--- config.mk ---
export PLATFORM = sky130hd
export DESIGN_NAME = downcount_timer_ctrl
export DESIGN_NICKNAME = d
export VERILOG_FILES = /design/src/rtl/downcount_timer_ctrl.sv
export SDC_FILE = /design/constraint.sdc
export NUM_CORES = 1
export LEC_CHECK = 0
export ABC_AREA = 0
export CAP_MARGIN = 20
export CORE_MARGIN = 2
export CORE_UTILIZATION = 45
export CTS_CLUSTER_DIAMETER = 30
export DETAILED_ROUTE_END_ITERATION = 8
export PLACE_DENSITY = 0.75
export REMOVE_ABC_BUFFERS = 1
export SLEW_MARGIN = 20
export SYNTH_ARGS = -nofsm -noshare
export SYNTH_HDL_FRONTEND = slang
export SYNTH_SLANG_ARGS = --single-unit
--- constraint.sdc ---
create_clock -name clk -period 2.6 [get_ports clk]
set_clock_uncertainty 0.05 [all_clocks]
set_input_delay 0.52 -clock clk [delete_from_list [all_inputs] [get_ports clk]]
set_output_delay 0.52 -clock clk [all_outputs]
set_load 0.1 [all_outputs]
--- src/rtl/downcount_timer_ctrl.sv ---
// Prescaled down-counter with one-shot / auto-reload modes, pause and abort.
// Priority at every edge is abort > start > pause; all outputs are registered.
module downcount_timer_ctrl #(
  parameter int WIDTH    = 4,
  parameter int PRESCALE = 1
) (
  input  logic             clk,
  input  logic             reset_n,
  input  logic             start,
  input  logic [WIDTH-1:0] load_val,
  input  logic             pause,
  input  logic             abort,
  input  logic             auto_reload,
  output logic [WIDTH-1:0] q_out,
  output logic             busy,
  output logic             tc,
  output logic             done
);

  typedef enum logic [1:0] {
    ST_IDLE  = 2'd0,
    ST_RUN   = 2'd1,
    ST_PAUSE = 2'd2,
    ST_DONE  = 2'd3
  } state_t;

  localparam logic [7:0] PRESC_LAST = 8'(PRESCALE - 1);

  state_t           state_q;
  logic [7:0]       presc_q;
  logic [7:0]       presc_d;
  logic [WIDTH-1:0] count_q;
  logic [WIDTH-1:0] count_dec_d;
  logic [WIDTH-1:0] reload_q;
  logic             ar_q;
  logic             tc_q;
  logic             busy_q;
  logic             done_q;
  logic             tick_s;

  assign tick_s      = (presc_q == PRESC_LAST);
  assign presc_d     = tick_s ? 8'd0 : (presc_q + 8'd1);
  assign count_dec_d = count_q - WIDTH'(1);

  // Timer FSM with registered count, flags and terminal-count pulse.
  always_ff @(posedge clk or negedge reset_n) begin
    if (!reset_n) begin
      state_q  <= ST_IDLE;
      presc_q  <= 8'd0;
      count_q  <= {WIDTH{1'b0}};
      reload_q <= {WIDTH{1'b0}};
      ar_q     <= 1'b0;
      tc_q     <= 1'b0;
      busy_q   <= 1'b0;
      done_q   <= 1'b0;
    end else begin
      tc_q <= 1'b0;
      if (abort) begin
        state_q <= ST_IDLE;
        presc_q <= 8'd0;
        count_q <= {WIDTH{1'b0}};
        busy_q  <= 1'b0;
        done_q  <= 1'b0;
      end else begin
        case (state_q)
          ST_IDLE, ST_DONE: begin
            if (start) begin
              count_q  <= load_val;
              reload_q <= load_val;
              ar_q     <= auto_reload;
              presc_q  <= 8'd0;
              // A zero load completes immediately, even in periodic mode.
              if (load_val == {WIDTH{1'b0}}) begin
                state_q <= ST_DONE;
                tc_q    <= 1'b1;
                busy_q  <= 1'b0;
                done_q  <= 1'b1;
              end else begin
                state_q <= ST_RUN;
                busy_q  <= 1'b1;
                done_q  <= 1'b0;
              end
            end else begin
              state_q <= state_q;
            end
          end
          ST_RUN: begin
            if (pause) begin
              state_q <= ST_PAUSE;
            end else begin
              presc_q <= presc_d;
              if (tick_s) begin
                if (count_q != {WIDTH{1'b0}}) begin
                  count_q <= count_dec_d;
                  if (count_dec_d == {WIDTH{1'b0}}) begin
                    tc_q <= 1'b1;
                    if (!ar_q) begin
                      state_q <= ST_DONE;
                      busy_q  <= 1'b0;
                      done_q  <= 1'b1;
                    end else begin
                      state_q <= ST_RUN;
                    end
                  end else begin
                    state_q <= ST_RUN;
                  end
                end else begin
                  count_q <= reload_q;
                end
              end else begin
                state_q <= ST_RUN;
              end
            end
          end
          ST_PAUSE: begin
            if (!pause) begin
              state_q <= ST_RUN;
            end else begin
              state_q <= ST_PAUSE;
            end
          end
          default: begin
            state_q <= ST_IDLE;
            busy_q  <= 1'b0;
            done_q  <= 1'b0;
          end
        endcase
      end
    end
  end

  assign q_out = count_q;
  assign busy  = busy_q;
  assign tc    = tc_q;
  assign done  = done_q;

endmodule

==> impl_metrics.toml <==
[global_routing]
antenna_found_initial = 0
grtUsageTotal = 0.192
grt_start_max_net_pins = 23
grt_pass1_wl_um = 5070
grt_pass1_vias = 1098
grt_overflow = 0

[sta]
fmax_mhz = 444
finalHoldViolCount = 0
slew_violations = 0
grt_setup_unrepaired = "no"
slew_headroom = 0.618
worstMarginPinSlew_ns = 0.571
finalCritPeriodShare = 0.866
whs_ns = 0.455
min_period_ns = 2.25
timing.setup.tns_ns = 0
setup_viol = 0

[worst_setup_path]
worst-path-stages = 8
cp-start-kind = "register"
worstSetupPathType = "register to register"
rr_startpoint = "state_q[1]"
rrSetupSlack_ns = 0.35
cp-startpoint = "state_q[1]"
crit_arrival_ns = 2.46
critical-path-slowest-cell = "dfrtp_1"
path_delay_family = "compound AO/OA/AOI/OAI gates"
crit_buf_inv = 2
r2r_end = "q_out[2]"
cpPeakStageDelay_ns = 0.42
worst-path-max-fanout = 11
endpoint_kind = "register"
cp_cell_sequence = "inv_1 -> ha_1 -> buf_4 -> or2_2 -> a31o_2 -> nand2_1 -> a2111oi_0 -> a21o_2"
endpoint = "q_out[2]"
reg2reg_depth = 8
required_ns = 2.81

[power]
switchingPower_mw = 0.971
combPwrFrac = 0.607
vdd_drop_max_mv = 0.696
clockPowerShare = 0.102
p_sw_frac = 0.515
leakage_nw = 0.713
power_frac_seq = 0.292
p_per_area_nw_per_um2 = 1200
internal-power_mw = 0.913

[logic_synthesis]
synthTopCellsByArea = "dfrtp_1, ha_1, nor2_1"
syn_inst = 143
ys_types = 48
async_reset_ff_frac = 1.00
synth_edf_count = 0
yosys.area.top_type = "dfrtp_1"
yosys_most_used_dff = "dfrtp_1"
synth_warnings = 0
synth_area_um2 = 1350
yosysSeqAreaShare = 0.407
yosys.area.top_type_share = 0.407
synth_area_per_cell_um2 = 9.47
ys_seq_elements = 22

[floorplanning]
die-area_um2 = 3460
initial_core_util = 0.483
die_h_um = 58.9
fp-row-count = 19
die_w_um = 58.9
core_um2 = 2810
io-pin-count = 17

[flow_run]
maxCapViolCount = 0

[run_status]
status = "finished with violations"
violations = "DRC"

[placement]
routabilityCongestion = 0.879
port-buffer-count = 16
hpwlAfterDp_um = 2250
place_inst = 189

[clock_tree]
clock_latency_ns = 0.31
h-tree-depth = 1
cts_tree = "yes"
clockBufferDepth = 2
cts_root_buf = "clkbuf_4"
path_clk_slew_ns = 0.13
cts_buffers = 3
clock_sinks = 22
cts_hold_buf = 0
ctsResizeCount = 0
postCtsSetupRepairBufs = 0

[cells_and_area]
n_fill_cell = 243
fin_cells = 193
drive_gt1_frac = 0.191
n_antenna_cell = 0
multi_input_area_um2 = 731
area_growth_pct = 16.3
nNetsFinal = 180
regArea_um2 = 551

[routing]
drtPass1Iterations = 6
via_count = 1113
dr.first_iter.drc_count = 34
ant_nets = 0
wire_per_inst_um = 15.1
wl_um = 2910
drcViolationCount = 1
viasPerCell = 5.77

[worst_hold_path]
min_path_type = "register to register"
area by class of cell:
cell class                 count  area share
multi-input combinational    104       0.464
sequential                    22       0.350
timing repair buffer          20       0.110
inverter                      12      0.0286
tap                           31      0.0246
clock buffer                   4      0.0231
per-layer routing:
layer	part of all wire	up-vias	track usage
met3	0.048	2	0.0505
li1	-	552	-
met4	0.0062	0	0.0552
met5	0	-	0
met1	0.50	530	0.275
met2	0.44	29	0.284
registers in the layout (all words and copies together) (netlist names):
name / cells
busy: 1
ar_q: 1
q_out: 4
done: 1
reload_q: 4
state_q: 2
presc_q: 8
tc: 1
worst min-delay path, cell delays in order, from the launching register on:
cell     delay, ns
dfrtp_1       0.37
nand2_1       0.05
o21ai_0       0.06
stage by stage:
stage	instance area (um^2)	utilization	setup WS (ns)	power, mW
floorplan	1330	-	0.0434	1.42
finish	1570	0.561	0.348	1.88
detailed placement	1540	0.548	0.286	1.69
global placement	1540	0.548	0.402	1.66
global route	1570	0.561	0.0375	2.01
CTS	1570	0.561	0.340	1.89
synthesized netlist by cell type (2+ instances only):
library cell,number
mux2_2,4
nand3_1,3
inv_1,12
nor2_1,15
a22o_1,3
or4b_4,2
o22ai_1,3
mux2i_1,2
xor2_1,5
o21ai_0,5
or2_2,2
ha_1,7
a21oi_1,7
buf_1,2
nand4_1,5
dfrtp_1,22
nand2_1,11
nor3_1,3
cell families after synthesis:
family                     share of synthesized area
AOI/OAI and AO/OA                              0.186
xor gates and xnor gates                      0.0323
adders and majority gates                     0.0647
buffers and inverters                         0.0536
DFF                                            0.407
muxes                                         0.0481
and+or+nand+nor                                0.209
power by group through the flow:
stage               combinational (mW)  sequential, mW  clock [mW]
finish                            1.14           0.550       0.192
global route                      1.23           0.567       0.211
CTS                               1.14           0.547       0.196
detailed placement                1.14           0.555           0
global placement                  1.11           0.548           0
floorplan                        0.569           0.853           0
placed cells by master, fill, tap and decap left out, drive strengths merged, types with 2 or more instances in the layout:
| master | synthesis | layout |
|---|---|---|
| dfrtp | 22 | 22 |
| nor2 | 15 | 15 |
| inv | 12 | 12 |
| nand2 | 11 | 11 |
| buf | 4 | 11 |
| clkdlybuf4s50 | 0 | 9 |
| a21oi | 8 | 8 |
| ha | 7 | 7 |
| nand4 | 5 | 5 |
| xor2 | 5 | 5 |
| o21ai | 5 | 5 |
| mux2 | 4 | 4 |
| clkbuf | 1 | 4 |
| nand3 | 3 | 3 |
| o22ai | 3 | 3 |
| nor3 | 3 | 3 |
| a22o | 3 | 3 |
| or4b | 2 | 2 |
| or2 | 2 | 2 |
| mux2i | 2 | 2 |
| a211oi | 2 | 2 |
how the worst min path moves through the flow:
stage | from | end | slack [ns] | cells past startpoint
final | reload_q[3] | reload_q[3] | 0.45 | 2
after global routing | reset_n | reload_q[1] | 0.49 | 2
after CTS | reload_q[3] | reload_q[3] | 0.46 | 2
after detailed placement | reload_q[3] | reload_q[3] | 0.43 | 2
after global placement | reload_q[3] | reload_q[3] | 0.41 | 2
after floorplan | reset_n | ar_q | 0.17 | 0
Power figures use the tool's default switching activity.
==> RTL change (config.mk and constraints unchanged) <==
Register the inputs `start`, `load_val`, `pause`, `abort` and `auto_reload` before use, without a reset. The logic sees them one clock later. Comments in the files are not updated.
--- a/src/rtl/downcount_timer_ctrl.sv
+++ b/src/rtl/downcount_timer_ctrl.sv
@@ -25,6 +25,20 @@
   } state_t;
 
   localparam logic [7:0] PRESC_LAST = 8'(PRESCALE - 1);
+
+  logic start_q;
+  logic [WIDTH-1:0] load_val_q;
+  logic pause_q;
+  logic abort_q;
+  logic auto_reload_q;
+
+  always_ff @(posedge clk) begin
+    start_q       <= start;
+    load_val_q    <= load_val;
+    pause_q       <= pause;
+    abort_q       <= abort;
+    auto_reload_q <= auto_reload;
+  end
 
   state_t           state_q;
   logic [7:0]       presc_q;
@@ -55,7 +69,7 @@
       done_q   <= 1'b0;
     end else begin
       tc_q <= 1'b0;
-      if (abort) begin
+      if (abort_q) begin
         state_q <= ST_IDLE;
         presc_q <= 8'd0;
         count_q <= {WIDTH{1'b0}};
@@ -64,13 +78,13 @@
       end else begin
         case (state_q)
           ST_IDLE, ST_DONE: begin
-            if (start) begin
-              count_q  <= load_val;
-              reload_q <= load_val;
-              ar_q     <= auto_reload;
+            if (start_q) begin
+              count_q  <= load_val_q;
+              reload_q <= load_val_q;
+              ar_q     <= auto_reload_q;
               presc_q  <= 8'd0;
               // A zero load completes immediately, even in periodic mode.
-              if (load_val == {WIDTH{1'b0}}) begin
+              if (load_val_q == {WIDTH{1'b0}}) begin
                 state_q <= ST_DONE;
                 tc_q    <= 1'b1;
                 busy_q  <= 1'b0;
@@ -85,7 +99,7 @@
             end
           end
           ST_RUN: begin
-            if (pause) begin
+            if (pause_q) begin
               state_q <= ST_PAUSE;
             end else begin
               presc_q <= presc_d;
@@ -113,7 +127,7 @@
             end
           end
           ST_PAUSE: begin
-            if (!pause) begin
+            if (!pause_q) begin
               state_q <= ST_RUN;
             end else begin
               state_q <= ST_PAUSE;
Behaviour: not the same (a bounded check fails within 4 cycles, from zero or initial values and one cycle with reset_n low).
==> RTL change against the unedited design <==
Count of clock-buffer cells in the layout is 1 higher. Wire length down 1.6%. Cell area is 13% higher. Critical path type unchanged. Area after synthesis rose by 12%. Largest power group unchanged. Power is 17% higher. Synthesized cell count increased by 4.2%. Critical path depth is 1 lower. Sequential cell count up 8. Worst setup slack improved by 0.026 ns.
==> RTL change: results (changes against the unedited design) <==
run_status:
  outcome: "complete, no violations"  # was finished, violations left
worst_hold_path:
  min_to: "ar_q$_DFFE_PN0P_"  # was reload_q[3]$_DFFE_PN0P_
  hold_depth: 1  # was 2
  hp-start: "auto_reload_q$_DFF_P_"  # was reload_q[3]$_DFFE_PN0P_
detailed_routing:
  via_count: 1122  # was 1113
  totalWireLength_mm: 2.866  # was 2.913 mm
  drtIter0Drc: 46  # was 34
  dr.pass1.iters: 4  # was 6
  route.detailed.drc: 0  # was 1
  post_drt_wl_per_cell_um: 13.15  # was 15.09 um
setup_path:
  slowest_delay_ns: 0.38  # was 0.42 ns
  r2r-end: "q_out[0]$_DFFE_PN0P_"  # was q_out[2]$_DFFE_PN0P_
  reg2reg_from: "state_q[0]$_DFFE_PN0P_"  # was state_q[1]$_DFFE_PN0P_
  critPathSlowestCell: "ha_1"  # was dfrtp_1
  reg2reg_depth: 7  # was 8
  cp.arrival_ns: 2.41  # was 2.46 ns
power:
  p_leak_nw: 0.7637  # was 0.7126 nW
  peakVddDrop_mv: 0.3836  # was 0.6957 mV
cts:
  clock_latency_ns: 0.33  # was 0.31 ns
  clkTransAtPathRegs_ns: 0.10  # was 0.13 ns
  htreeDepth: 2  # was 1
  cts_inserted_buffers: 5  # was 3
logic_synthesis:
  seq_area_frac_synth: 0.4690  # was 0.4067
  synth_xor_area_frac: 0.02890  # was 0.03235
  postSynth.asyncResetShare: 0.7333  # was 1.000
  synthTopCellsByCount: "22 x dfrtp_1, 20 x nor2_1, 10 x inv_1, 8 x dfxtp_1, 8 x o21ai_0"  # was 22 x dfrtp_1, 15 x nor2_1, 12 x inv_1, 11 x nand2_1
  synth.area.top_cells: "dfrtp_1 36%, dfxtp_1 11%, ha_1 5.8%"  # was dfrtp_1 41%, ha_1 6.5%, nor2_1 4.2%
  avgSynthCellArea_um2: 10.17  # was 9.467 um^2
  synth_compound_area_frac: 0.1569  # was 0.1858
  synth_mux_area_frac: 0.04377  # was 0.04806
placement:
  place_inst: 210  # was 189
  dp_hpwl_mm: 2.156  # was 2.251 mm
  gp_congestion: 0.8125  # was 0.8793
global_route:
  grt_pass1_vias: 990  # was 1098
  grt_pass1_wl_mm: 4.602  # was 5.071 mm
  grt_use_total: 0.1708  # was 0.1915
cells_and_area:
  final_nets: 188  # was 180
  layout-drive-gt1-share: 0.1919  # was 0.1914
timing:
  tightest_slew_ns: 0.7269  # was 0.5711 ns
==> RTL change: cell types whose count changed after synthesis, sizes merged, moves of 3 or more <==
cell,change
dfxtp,+8
nand2,-4
nand3,+3
nor2,+5
nand4,-3
o21ai,+3
==> RTL change: report_power, final <==
part / total (W) / switching [W] / internal (W)
combinational: 0.00117 / 0.000775 / 0.000394
sequential: 0.000683 / 0.000114 / 0.000570
clock: 0.000360 / 0.000161 / 0.000199
total: 0.00221 / 0.00105 / 0.00116
==> RTL change: per-stage QoR <==
step	setup slack, ns	hold slack [ns]	util
6_report	0.3734	0.4221	0.5425
5_1_grt	0.2260	0.4467	0.5425
4_1_cts	0.3699	0.4298	0.5425
3_5_place_dp	0.3951	0.4080	0.5189
3_3_place_gp	0.4965	0.3959	0.5189
2_1_floorplan	0.1927	0.1744	-
==> RTL change: cell type report <==
cell class	count	area, um^2
fill	303	1503
multi-input combinational	106	740.7
sequential	30	710.7
timing repair buffer	18	157.7
tap	46	57.56
clock inverter	3	40.04
clock buffer	5	37.54
inverter	10	37.54
==> RTL change: layer usage <==
| layer | track usage | vias to the layer above | wire length, um |
|---|---|---|---|
| li1 | - | 567 | - |
| met1 | 0.2260 | 532 | 1343 |
| met2 | 0.2470 | 19 | 1381 |
| met3 | 0.06211 | 4 | 98 |
| met4 | 0.08207 | 0 | 42 |
| met5 | 0 | - | 0 |
==> RTL change: worst max-delay path by stage <==
| stage | start | end | cells past startpoint |
|---|---|---|---|
| floorplan | q_out[1]$_DFFE_PN0P_ | q_out[3]$_DFFE_PN0P_ | 7 |
| global placement | state_q[0]$_DFFE_PN0P_ | q_out[0]$_DFFE_PN0P_ | 7 |
| detailed placement | state_q[0]$_DFFE_PN0P_ | q_out[0]$_DFFE_PN0P_ | 7 |
| CTS | state_q[0]$_DFFE_PN0P_ | q_out[0]$_DFFE_PN0P_ | 7 |
| global route | q_out[0]$_DFFE_PN0P_ | state_q[1]$_DFFE_PN0P_ | 7 |
| finish | state_q[0]$_DFFE_PN0P_ | q_out[0]$_DFFE_PN0P_ | 7 |
==> RTL change: kinds of logic after synthesis <==
family / count (synthesis)
multiplexers: 6
buffers and inverters: 13
XOR/XNOR: 5
AO/OA/AOI/OAI: 30
flip-flops: 30
adder cells (fa/ha/maj): 7
AND/OR/NAND/NOR: 58
